==> src/rtl/cnt_ctrl_pkg.sv <==
// Shared types and constants for the counter control unit (state encoding, mode values).
// Optional LED status port is enabled in the top by defining CNT_CTRL_LED_EN.
package cnt_ctrl_pkg;

  typedef enum logic [1:0] {
    ST_STOP  = 2'b00,
    ST_RUN   = 2'b01,
    ST_CLEAR = 2'b10
  } cnt_state_t;

  localparam logic MODE_UP   = 1'b0;
  localparam logic MODE_DOWN = 1'b1;

  // Width of a divider counting 0..div-1, never narrower than one bit.
  function automatic int div_width(input int div);
    return (div <= 2) ? 1 : $clog2(div);
  endfunction

endpackage

==> src/rtl/cnt_tick_gen.sv <==
// Clock divider producing a registered one-cycle tick every DIV enabled cycles.
// i_clr restarts the phase; the divider holds its value while i_en is low.
module cnt_tick_gen
  import cnt_ctrl_pkg::*;
#(
  parameter int DIV = 10
) (
  input  logic clk,
  input  logic rst,
  input  logic i_en,
  input  logic i_clr,
  output logic o_tick
);

  localparam int              W    = div_width(DIV);
  localparam logic [W-1:0]    LAST = W'(DIV - 1);

  logic [W-1:0] r_div;
  logic         r_tick;

  always_ff @(posedge clk) begin
    if (rst || i_clr) begin
      r_div  <= '0;
      r_tick <= 1'b0;
    end else if (i_en) begin
      r_tick <= (r_div == LAST);
      r_div  <= (r_div == LAST) ? '0 : r_div + 1'b1;
    end else begin
      r_tick <= 1'b0;
    end
  end

  assign o_tick = r_tick;

endmodule

==> src/rtl/counter_ctrl_unit.sv <==
// Run/stop/clear/mode sequencer and tick source for the 0..9999 up/down counter.
// Define CNT_CTRL_LED_EN to add the one-hot o_led state display port.
module counter_ctrl_unit
  import cnt_ctrl_pkg::*;
#(
  parameter int CLK_FREQ_HZ = 100_000_000,
  parameter int TICK_HZ     = 10
) (
  input  logic       clk,
  input  logic       rst,
  input  logic       i_btn_run,
  input  logic       i_btn_clear,
  input  logic       i_btn_mode,
  output logic       o_tick,
  output logic       o_mode,
  output logic       o_clear,
  output logic       o_run
`ifdef CNT_CTRL_LED_EN
  ,
  output logic [2:0] o_led
`endif
);

  localparam int DIV = CLK_FREQ_HZ / TICK_HZ;

  // Bit order in all button vectors: [2] mode, [1] clear, [0] run.
  logic [2:0] w_btn;
  logic [2:0] r_s1;
  logic [2:0] r_s2;
  logic [2:0] r_s2_d;
  logic [2:0] w_press;

  cnt_state_t r_state;
  cnt_state_t w_next;
  logic       r_mode;
  logic       w_run;
  logic       w_tick;

  assign w_btn = {i_btn_mode, i_btn_clear, i_btn_run};

  // Flops reset high so a button held through reset needs a release before it counts.
  always_ff @(posedge clk) begin
    if (rst) begin
      r_s1   <= '1;
      r_s2   <= '1;
      r_s2_d <= '1;
    end else begin
      r_s1   <= w_btn;
      r_s2   <= r_s1;
      r_s2_d <= r_s2;
    end
  end

  assign w_press = r_s2 & ~r_s2_d;

  always_ff @(posedge clk) begin
    if (rst) r_state <= ST_STOP;
    else     r_state <= w_next;
  end

  always_comb begin
    w_next = r_state;
    case (r_state)
      ST_STOP: begin
        if      (w_press[1]) w_next = ST_CLEAR;
        else if (w_press[0]) w_next = ST_RUN;
      end
      ST_RUN: begin
        if      (w_press[1]) w_next = ST_CLEAR;
        else if (w_press[0]) w_next = ST_STOP;
      end
      ST_CLEAR: w_next = ST_STOP;
      default:  w_next = ST_STOP;
    endcase
  end

  always_ff @(posedge clk) begin
    if (rst)                                 r_mode <= MODE_UP;
    else if (w_press[2] && r_state != ST_CLEAR) r_mode <= ~r_mode;
  end

  assign w_run   = (r_state == ST_RUN);
  assign o_run   = w_run;
  assign o_clear = (r_state == ST_CLEAR);
  assign o_mode  = r_mode;

  cnt_tick_gen #(
    .DIV (DIV)
  ) u_tick_gen (
    .clk    (clk),
    .rst    (rst),
    .i_en   (w_run),
    .i_clr  (o_clear),
    .o_tick (w_tick)
  );

  // A tick registered on the edge that leaves RUN is masked by the new state.
  assign o_tick = w_tick & w_run;

`ifdef CNT_CTRL_LED_EN
  assign o_led = {r_state == ST_CLEAR, r_state == ST_RUN, r_state == ST_STOP};
`endif

endmodule

==> config.mk <==
export PLATFORM = sky130hd
export DESIGN_NAME = counter_ctrl_unit
export DESIGN_NICKNAME = d
export VERILOG_FILES = /design/src/rtl/cnt_ctrl_pkg.sv /design/src/rtl/cnt_tick_gen.sv /design/src/rtl/counter_ctrl_unit.sv
export SDC_FILE = /design/constraint.sdc
export NUM_CORES = 1
export LEC_CHECK = 0
export CAP_MARGIN = 10
export CORE_ASPECT_RATIO = 0.7
export CORE_UTILIZATION = 57
export DETAILED_ROUTE_END_ITERATION = 12
export PLACE_DENSITY = 0.82
export SYNTH_ARGS = -nofsm -noshare
export SYNTH_HDL_FRONTEND = slang
export SYNTH_HIERARCHICAL = 1
export SYNTH_SLANG_ARGS = --single-unit
export TNS_END_PERCENT = 100
==> constraint.sdc <==
create_clock -name clk -period 3.25 [get_ports clk]
set_clock_uncertainty 0.15 [all_clocks]
set_input_delay 0.65 -clock clk [delete_from_list [all_inputs] [get_ports clk]]
set_output_delay 0.65 -clock clk [all_outputs]
set_load 0.005 [all_outputs]
==> qor.csv, run 1 <==
stage;metric;value;unit
run_status;outcome;finished clean;
floorplan;die_w;64.6;microns
global_routing;grt_max_degree;16;
sta;slew_headroom;54.9;%
sta;slew_violations;0;
sta;fmax;0.350;GHz
yosys;yosysSeqAreaShare;47.3;%
clocking;cts_htree_levels;2;
yosys;synth.avg_cell_area;9.26;sq um
detailed_routing;drt-vias-per-instance;5.79;
critical_path;setup.worst_path.start_class;register;
sta;holdWs;0.259;ns
yosys;muxShareOfSynthArea;0.639;%
yosys;synthArstFlopShare;0;%
critical_path;cp_top_family;simple AND/OR/NAND/NOR gates;
layout;drive_above_1_share;13.3;%
yosys;synth_fa_ha_area_share;0.799;%
yosys;synth_top_family_by_area;simple AND/OR/NAND/NOR gates;
sta;hold_viol;0;
critical_path;worstPathArrival;2.93;ns
power;vdd_ir_drop_max;0.000380;V
floorplan;core;2530;sq um
placement;gp_congestion;0.811;
global_routing;grt_pass1_vias;1134;
clocking;clk_path_buf_depth;2;
sta;period_needed;2.86;ns
layout;fillers;199;
clocking;cts_setup_buffers;0;
sta;tns;0;ns
critical_path;endpoint_kind;register;
layout;area_growth;15.2;%
sta;worst_slew_pin_slew;0.673;ns
critical_path;cpPeakStageDelay;0.72;ns
yosys;synth_compound_area_share;9.99;%
yosys;synth_largest_area_cell;dfxtp_1;
global_routing;antenna_found_initial;0;
critical_path;path_cells;nor2b_1 -> nand4_2 -> or4_1 -> or4_1 -> a21oi_1;
critical_path;crit_buf_inv;0;
clocking;ctsResizeCount;0;
clocking;clock_latency;0.29;ns
placement;dpl.hpwl;2180;microns
floorplan;ios;9;
detailed_routing;drc;0;
sta;period_share;88.0;%
detailed_routing;firstDrtPassIters;4;
yosys;synth_top_area_share;47.3;%
detailed_routing;wl;3120;microns
yosys;yosysWarnings;6;
global_routing;grt-ovfl-total;0;
yosys;syn_area;1570;sq um
global_routing;grt_usage;25.2;%
sta;setup_violations;0;
layout;final_nets;185;
clocking;cts_sinks;37;
clocking;cts.clk_slew.worst_paths;0.07;ns
power;p_per_area;526;nW/um^2
yosys;synthesis.nets;175;
sta;setup_ws;0.391;ns
critical_path;critPathRequiredTime;3.32;ns
detailed_routing;vias;1239;
run;maxCapViolations;0;
clocking;ctsHoldBuffers;0;
clocking;cts_tree;done;
placement;place_worst_setup_slack;0.424;ns
yosys;synth.most_common_cell;dfxtp_1;
yosys;yosys-top-cells-area;dfxtp_1, xnor2_1, a21oi_1;
global_routing;grt_first_pass_wirelength;5280;microns
detailed_routing;ant_nets;0;
floorplan;die-area;2960;sq um
sta;rsz0062_at_grt;no;
yosys;synth_common_cells;dfxtp_1, nor2_1, a21oi_1, nand2_1;
detailed_routing;drtIter0Drc;99;
power;p_leak;0.588;nW
detailed_routing;drt-wirelength-per-cell;14.6;microns
yosys;ys_seq_elements;37;
placement;io_buffers;8;
yosys;synth.distinct_cells;35;
critical_path;critical_path_class;reg2reg;
floorplan;dieHeight;45.8;microns
yosys;synth_xor_xnor_area_share;7.27;%
floorplan;initial_utilization;61.8;%
critical_path;crit_fanout;12;
yosys;yosys.area_share.simple;31.0;%
min_path;hold_path.class;reg2reg;
yosys;ys.flop_type;dfxtp_1;
critical_path;crit_top_cell;or4_1;
critical_path;cp_slowest_cell;or4_1;
yosys;synth_edf_count;0;
layout;diodes;0;
clocking;cts-buffers-inserted;5;
clocking;cts_root_buf;clkbuf_8;
yosys;netlist_instances;169;
floorplan;rows;15;
-- registers in the layout, indices dropped and copies added, names as in the netlist --
| signal | cells |
|---|---|
| o_mode | 1 |
| r_s1 | 3 |
| r_s2 | 3 |
| r_s2_d | 3 |
| r_state | 2 |
| u_tick_gen/o_tick | 1 |
| u_tick_gen/r_div | 24 |
-- area by class of cell --
class | count | area (sq um) | area share, %
clock buffer | 5 | 68.8 | 3.82
clock inverter | 3 | 65.1 | 3.61
inverter | 4 | 15.0 | 0.833
multi-input combinational | 122 | 783 | 43.4
sequential | 37 | 741 | 41.1
tap | 34 | 42.5 | 2.36
timing repair buffer | 9 | 87.6 | 4.86
-- worst register-to-register path, stage by stage (launching register included) --
cell and delay [ns]:
dfxtp_1 0.41, nor2b_1 0.56, nand4_2 0.28, or4_1 0.72, or4_1 0.52, a21oi_1 0.14
-- power breakdown --
group          internal (mW)  total (mW)  switching (mW)
clock network          0.305       0.460           0.156
logic                 0.0130      0.0258          0.0128
registers              0.459       0.463         0.00335
total                  0.777       0.949           0.172
-- stage by stage --
stage	std cells	power [mW]	util, %	area (sq um)
final	214	0.949	71.2	1800
after global routing	214	0.982	71.2	1800
after CTS	214	0.960	71.2	1800
after detailed placement	206	0.499	65.9	1670
after global placement	206	0.497	65.9	1670
after floorplan	169	0.486	-	1570
-- cells by family after synthesis --
kind of cell | after synthesis
buf+inv | 10
compound gates | 26
simple gates | 81
xor+xnor | 13
fa+ha+maj | 1
mux | 1
flops | 37
-- path summary, 6_finish.rpt --
kind,startpoint,endpoint,slack [ns],depth (start not counted)
setup / recovery,r_state[0],u_tick_gen/r_div[23],0.39,5
hold / removal,r_s1[2],r_s2[2],0.26,1
setup reg to reg,r_state[0],u_tick_gen/r_div[23],0.39,5
hold reg to reg,r_s1[2],r_s2[2],0.26,1
-- placed cells by master, fill, tap and decap left out, drive strengths merged --
cell           count
dfxtp             37
nor2              14
a21oi             12
nand2             10
or2               10
or4                9
xnor2              8
clkdlybuf4s50      8
nand3              8
o31ai              7
o21ai              6
or3                6
clkbuf             5
nor3               5
xor2               5
nand4              5
inv                4
nor4b              3
nor2b              3
and2               2
bufinv             2
and4               2
nand2b             1
a2111oi            1
clkinv             1
nor3b              1
and3               1
mux2i              1
nor4               1
ha                 1
buf                1
-- layer usage --
metal  share of wire (%)  wire [microns]  track usage (%)
met3                 3.1              97             8.25
met5                   0               0                0
met1                  48            1500             30.2
met4                 1.4              44             12.9
met2                  47            1470             41.3
(Power assumes the default switching activity.)
==> run 2: changes to the inputs <==
- CAP_MARGIN: 10 -> 5
- CORE_MARGIN: unset -> 2
- SLEW_MARGIN: unset -> 20
==> qor.csv, run 2 (synthesized netlist as in run 1, its figures left out) <==
stage;metric;value;unit
detailed_routing;wl;2970;microns
detailed_routing;drc;0;
placement;dpl.hpwl;2100;microns
global_routing;grtUsageMet3;6.59;%
sta;setup_violations;0;
critical_path;r2r_start;r_state[0];
layout;diodes;0;
detailed_routing;drt-vias-per-instance;5.78;
global_routing;grt_usage;21.5;%
detailed_routing;ant_nets;0;
sta;slew_headroom;55.4;%
detailed_routing;vias;1231;
critical_path;cp-startpoint;r_state[0];
floorplan;core;2530;sq um
global_routing;gr-max-usage-layer;met2;
floorplan;dieHeight;47.8;microns
power;p_leak;0.564;nW
clocking;cts.clk_slew.worst_paths;0.07;ns
layout;final_cell_mix;dfxtp_1, nor2_1, a21oi_1;
critical_path;r2r_slack;0.41;ns
critical_path;setup.worst_path.start_class;register;
layout;final_common_cell;dfxtp_1;
power;seq_power_share;57.4;%
global_routing;antenna_found_initial;0;
placement;gp_congestion;0.815;
clocking;clock_latency;0.29;ns
critical_path;endpoint_kind;register;
power;vdd_ir_drop_max;0.000354;V
detailed_routing;drt-wirelength-per-cell;13.9;microns
critical_path;r2r-end;u_tick_gen/r_div[23];
floorplan;initial_utilization;61.8;%
detailed_routing;firstDrtPassIters;4;
global_routing;grt_first_pass_wirelength;4820;microns
run;maxCapViolations;0;
floorplan;die-area;3190;sq um
critical_path;worst-r2r-cell-count;5;
layout;drive_above_1_share;12.3;%
clocking;cts_setup_buffers;0;
power;sw_frac_of_total;20.5;%
clocking;cts-buffers-inserted;5;
sta;tns;0;ns
critical_path;cp-endpoint;u_tick_gen/r_div[23];
sta;fmax;0.353;GHz
layout;regMostFlops;u_tick_gen/r_div;
global_routing;met1_usage;26.6;%
power;p_per_area;459;nW/um^2
layout;area_growth;12.2;%
floorplan;ios;9;
layout;final_nets;185;
clocking;clk_path_buf_depth;2;
global_routing;grt_max_degree;16;
placement;io_buffers;8;
min_path;hold_path.class;reg2reg;
power;p_total;0.805;mW
sta;hold_viol;0;
clocking;cts_htree_levels;2;
power;p_int;0.640;mW
critical_path;worstPathArrival;2.91;ns
critical_path;crit_fanout;12;
clocking;cts_sinks;37;
clocking;ctsHoldBuffers;0;
run_status;outcome;finished clean;
detailed_routing;drtIter0Drc;73;
critical_path;critical_path_class;reg2reg;
layout;largest_reg_flops;24;
floorplan;rows;15;
clocking;ctsResizeCount;0;
floorplan;die_w;66.6;microns
global_routing;met2_usage;34.6;%
sta;slew_violations;0;
critical_path;critPathRequiredTime;3.32;ns
sta;period_share;87.2;%
global_routing;grt-ovfl-total;0;
clocking;cts_root_buf;clkbuf_8;
clocking;cts_tree;done;
sta;period_needed;2.84;ns
power;clkPwrFrac;39.4;%
global_routing;grt_pass1_vias;1083;
power;p_comb_share;3.2;%
sta;worst_slew_pin_slew;0.665;ns
power;switching_power;0.165;mW
sta;rsz0062_at_grt;no;
run 2: cell count changes in the layout (fill, tap and decap cells not counted), sizes merged:
cell / change
bufinv: -2
clkinv: -1
clkbuf: +2
run 2: layer usage:
layer | routed length, microns | part of all wire (%)
met1 | 1390 | 47
met2 | 1390 | 47
met3 | 137 | 4.6
met4 | 52 | 1.8
met5 | 0 | 0
run 2: worst max-delay path, stage by stage (launching register included):
cell,delay [ns]
dfxtp_1,0.41
nor2b_1,0.56
nand4_2,0.28
or4_1,0.71
or4_1,0.52
a21oi_1,0.15
run 2: worst min path at each step:
| stage | end | cells after the start | slack (ns) | start |
|---|---|---|---|---|
| floorplan | r_s2[1] | 1 | 0.23 | r_s1[1] |
| global placement | r_s2[1] | 1 | 0.24 | r_s1[1] |
| detailed placement | r_s2[0] | 1 | 0.25 | r_s1[0] |
| CTS | r_s2[0] | 1 | 0.27 | r_s1[0] |
| global route | r_s2[0] | 1 | 0.27 | r_s1[0] |
| finish | r_s2[0] | 1 | 0.26 | r_s1[0] |
run 2: through the flow:
stage                     setup WS, ns  util [%]  instance area, sq um  instances  hold WS, ns
final                            0.415      69.3                  1760        213        0.262
after global placement           0.625      65.9                  1670        206        0.236
after floorplan                  0.715         -                  1570        169        0.233
after CTS                        0.420      69.3                  1760        213        0.265
after detailed placement         0.445      65.9                  1670        206        0.247
after global routing             0.221      69.3                  1760        213        0.272
run 2: layout make-up:
type	instances	area (sq um)
Timing Repair Buffer	9	87.6
Fill cell	206	778
Tap cell	34	42.5
Inverter	4	15.0
Multi-Input combinational cell	122	783
Clock buffer	7	86.3
Sequential cell	37	741
run 2: power groups by stage:
stage	logic [mW]	clock network (mW)	registers, mW
global route	0.0286	0.339	0.463
finish	0.0257	0.317	0.463
CTS	0.0258	0.323	0.463
detailed placement	0.0257	0	0.473
global placement	0.0242	0	0.472
floorplan	0.0141	0	0.472
==> run 3: changes to the inputs <==
- CORE_UTILIZATION: 57 -> 48
- PLACE_DENSITY: 0.82 -> 0.71
==> qor.csv, run 3 (synthesized netlist as in run 1, its figures left out) <==
stage;metric;value;unit
run_status;outcome;finished clean;
global_routing;grt_max_degree;16;
min_path;hold_path.class;reg2reg;
critical_path;crit_top_cell;or4_1;
sta;rsz0062_at_grt;no;
clocking;cts_tree;done;
power;p_int;0.640;mW
global_routing;antenna_found_initial;0;
global_routing;grt-ovfl-total;0;
placement;dpl.hpwl;2000;microns
placement;gp_congestion;0.848;
power;p_comb_share;3.1;%
layout;area_growth;12.5;%
detailed_routing;drtIter0Drc;55;
clocking;cts-buffers-inserted;5;
detailed_routing;drc;0;
layout;final_nets;185;
floorplan;core;3130;sq um
power;clkPwrFrac;39.2;%
sta;period_needed;2.76;ns
layout;fillers;269;
critical_path;path_cells;nor2b_1 -> nand4_2 -> or4_1 -> or4_1 -> a21oi_1;
sta;fmax;0.362;GHz
global_routing;grt_pass1_vias;1120;
detailed_routing;drt-wirelength-per-cell;12.9;microns
sta;hold_viol;0;
sta;period_share;84.9;%
floorplan;ios;9;
power;p_leak;0.564;nW
clocking;clk_path_buf_depth;2;
detailed_routing;vias;1200;
clocking;cts_sinks;37;
floorplan;die-area;3740;sq um
clocking;cts.clk_slew.worst_paths;0.07;ns
clocking;ctsHoldBuffers;0;
floorplan;dieHeight;51.8;microns
global_routing;grt_usage;16.7;%
power;p_total;0.801;mW
layout;largest_reg_flops;24;
critical_path;endpoint_kind;register;
clocking;cts_htree_levels;2;
floorplan;initial_utilization;50.1;%
critical_path;critical_path_class;reg2reg;
global_routing;grt_first_pass_wirelength;4770;microns
sta;slew_violations;0;
run;maxCapViolations;0;
power;switching_power;0.161;mW
layout;final_common_cell;dfxtp_1;
clocking;cts_setup_buffers;0;
power;p_per_area;455;nW/um^2
power;sw_frac_of_total;20.0;%
layout;drive_above_1_share;12.3;%
clocking;ctsResizeCount;0;
sta;setup_violations;0;
critical_path;worstPathArrival;2.82;ns
layout;final_cell_mix;dfxtp_1, nor2_1, a21oi_1;
detailed_routing;firstDrtPassIters;4;
critical_path;crit_fanout;12;
power;vdd_ir_drop_max;0.000243;V
clocking;clock_latency;0.28;ns
critical_path;critPathRequiredTime;3.31;ns
detailed_routing;ant_nets;0;
layout;finalNonFillerCells;217;
detailed_routing;drt-vias-per-instance;5.53;
floorplan;rows;17;
layout;diodes;0;
detailed_routing;wl;2790;microns
sta;tns;0;ns
placement;io_buffers;8;
sta;worst_slew_pin_slew;0.609;ns
clocking;cts_root_buf;clkbuf_8;
critical_path;setup.worst_path.start_class;register;
critical_path;crit_buf_inv;0;
placement;placed_cells;210;
floorplan;die_w;72.3;microns
layout;regMostFlops;u_tick_gen/r_div;
critical_path;cp_top_family;simple AND/OR/NAND/NOR gates;
sta;slew_headroom;59.1;%
critical_path;cp_slowest_cell;or4_1;
power;seq_power_share;57.7;%
critical_path;cpPeakStageDelay;0.70;ns
run 3: routing by layer:
metal,share of wire [%],global-route usage [%]
met1,50,21.5
met2,45,25.5
met3,4.6,5.43
met4,0.50,7.86
met5,0,0
run 3: path summary, 6_finish.rpt:
kind | cells after the start | end | slack, ns | start
setup / recovery | 5 | u_tick_gen/r_div[23] | 0.49 | r_state[0]
hold / removal | 1 | r_s2[1] | 0.25 | r_s1[1]
setup reg to reg | 5 | u_tick_gen/r_div[23] | 0.49 | r_state[0]
hold reg to reg | 1 | r_s2[1] | 0.25 | r_s1[1]
run 3: stage by stage:
| stage | util (%) | setup WS (ns) | hold slack [ns] | area [sq um] |
|---|---|---|---|---|
| floorplan | - | 0.715 | 0.233 | 1570 |
| global placement | 53.5 | 0.590 | 0.237 | 1670 |
| detailed placement | 53.5 | 0.509 | 0.242 | 1670 |
| finish | 56.3 | 0.491 | 0.254 | 1760 |
| CTS | 56.3 | 0.485 | 0.260 | 1760 |
| global route | 56.3 | 0.280 | 0.272 | 1760 |
run 3: area by class of cell:
cell class	count	area (sq um)	area share, %
repair buffers	9	87.6	4.98
well taps	38	47.5	2.70
flip-flops and latches	37	741	42.1
inverters	4	15.0	0.853
multi-input cells	122	783	44.5
clock buffers	7	86.3	4.90
run 3: power by group through the flow:
| stage | clock network [mW] | logic [mW] | registers (mW) |
|---|---|---|---|
| after global placement | 0 | 0.0244 | 0.472 |
| after CTS | 0.327 | 0.0253 | 0.462 |
| after global routing | 0.343 | 0.0277 | 0.463 |
| final | 0.314 | 0.0249 | 0.462 |
| after floorplan | 0 | 0.0141 | 0.472 |
| after detailed placement | 0 | 0.0252 | 0.473 |
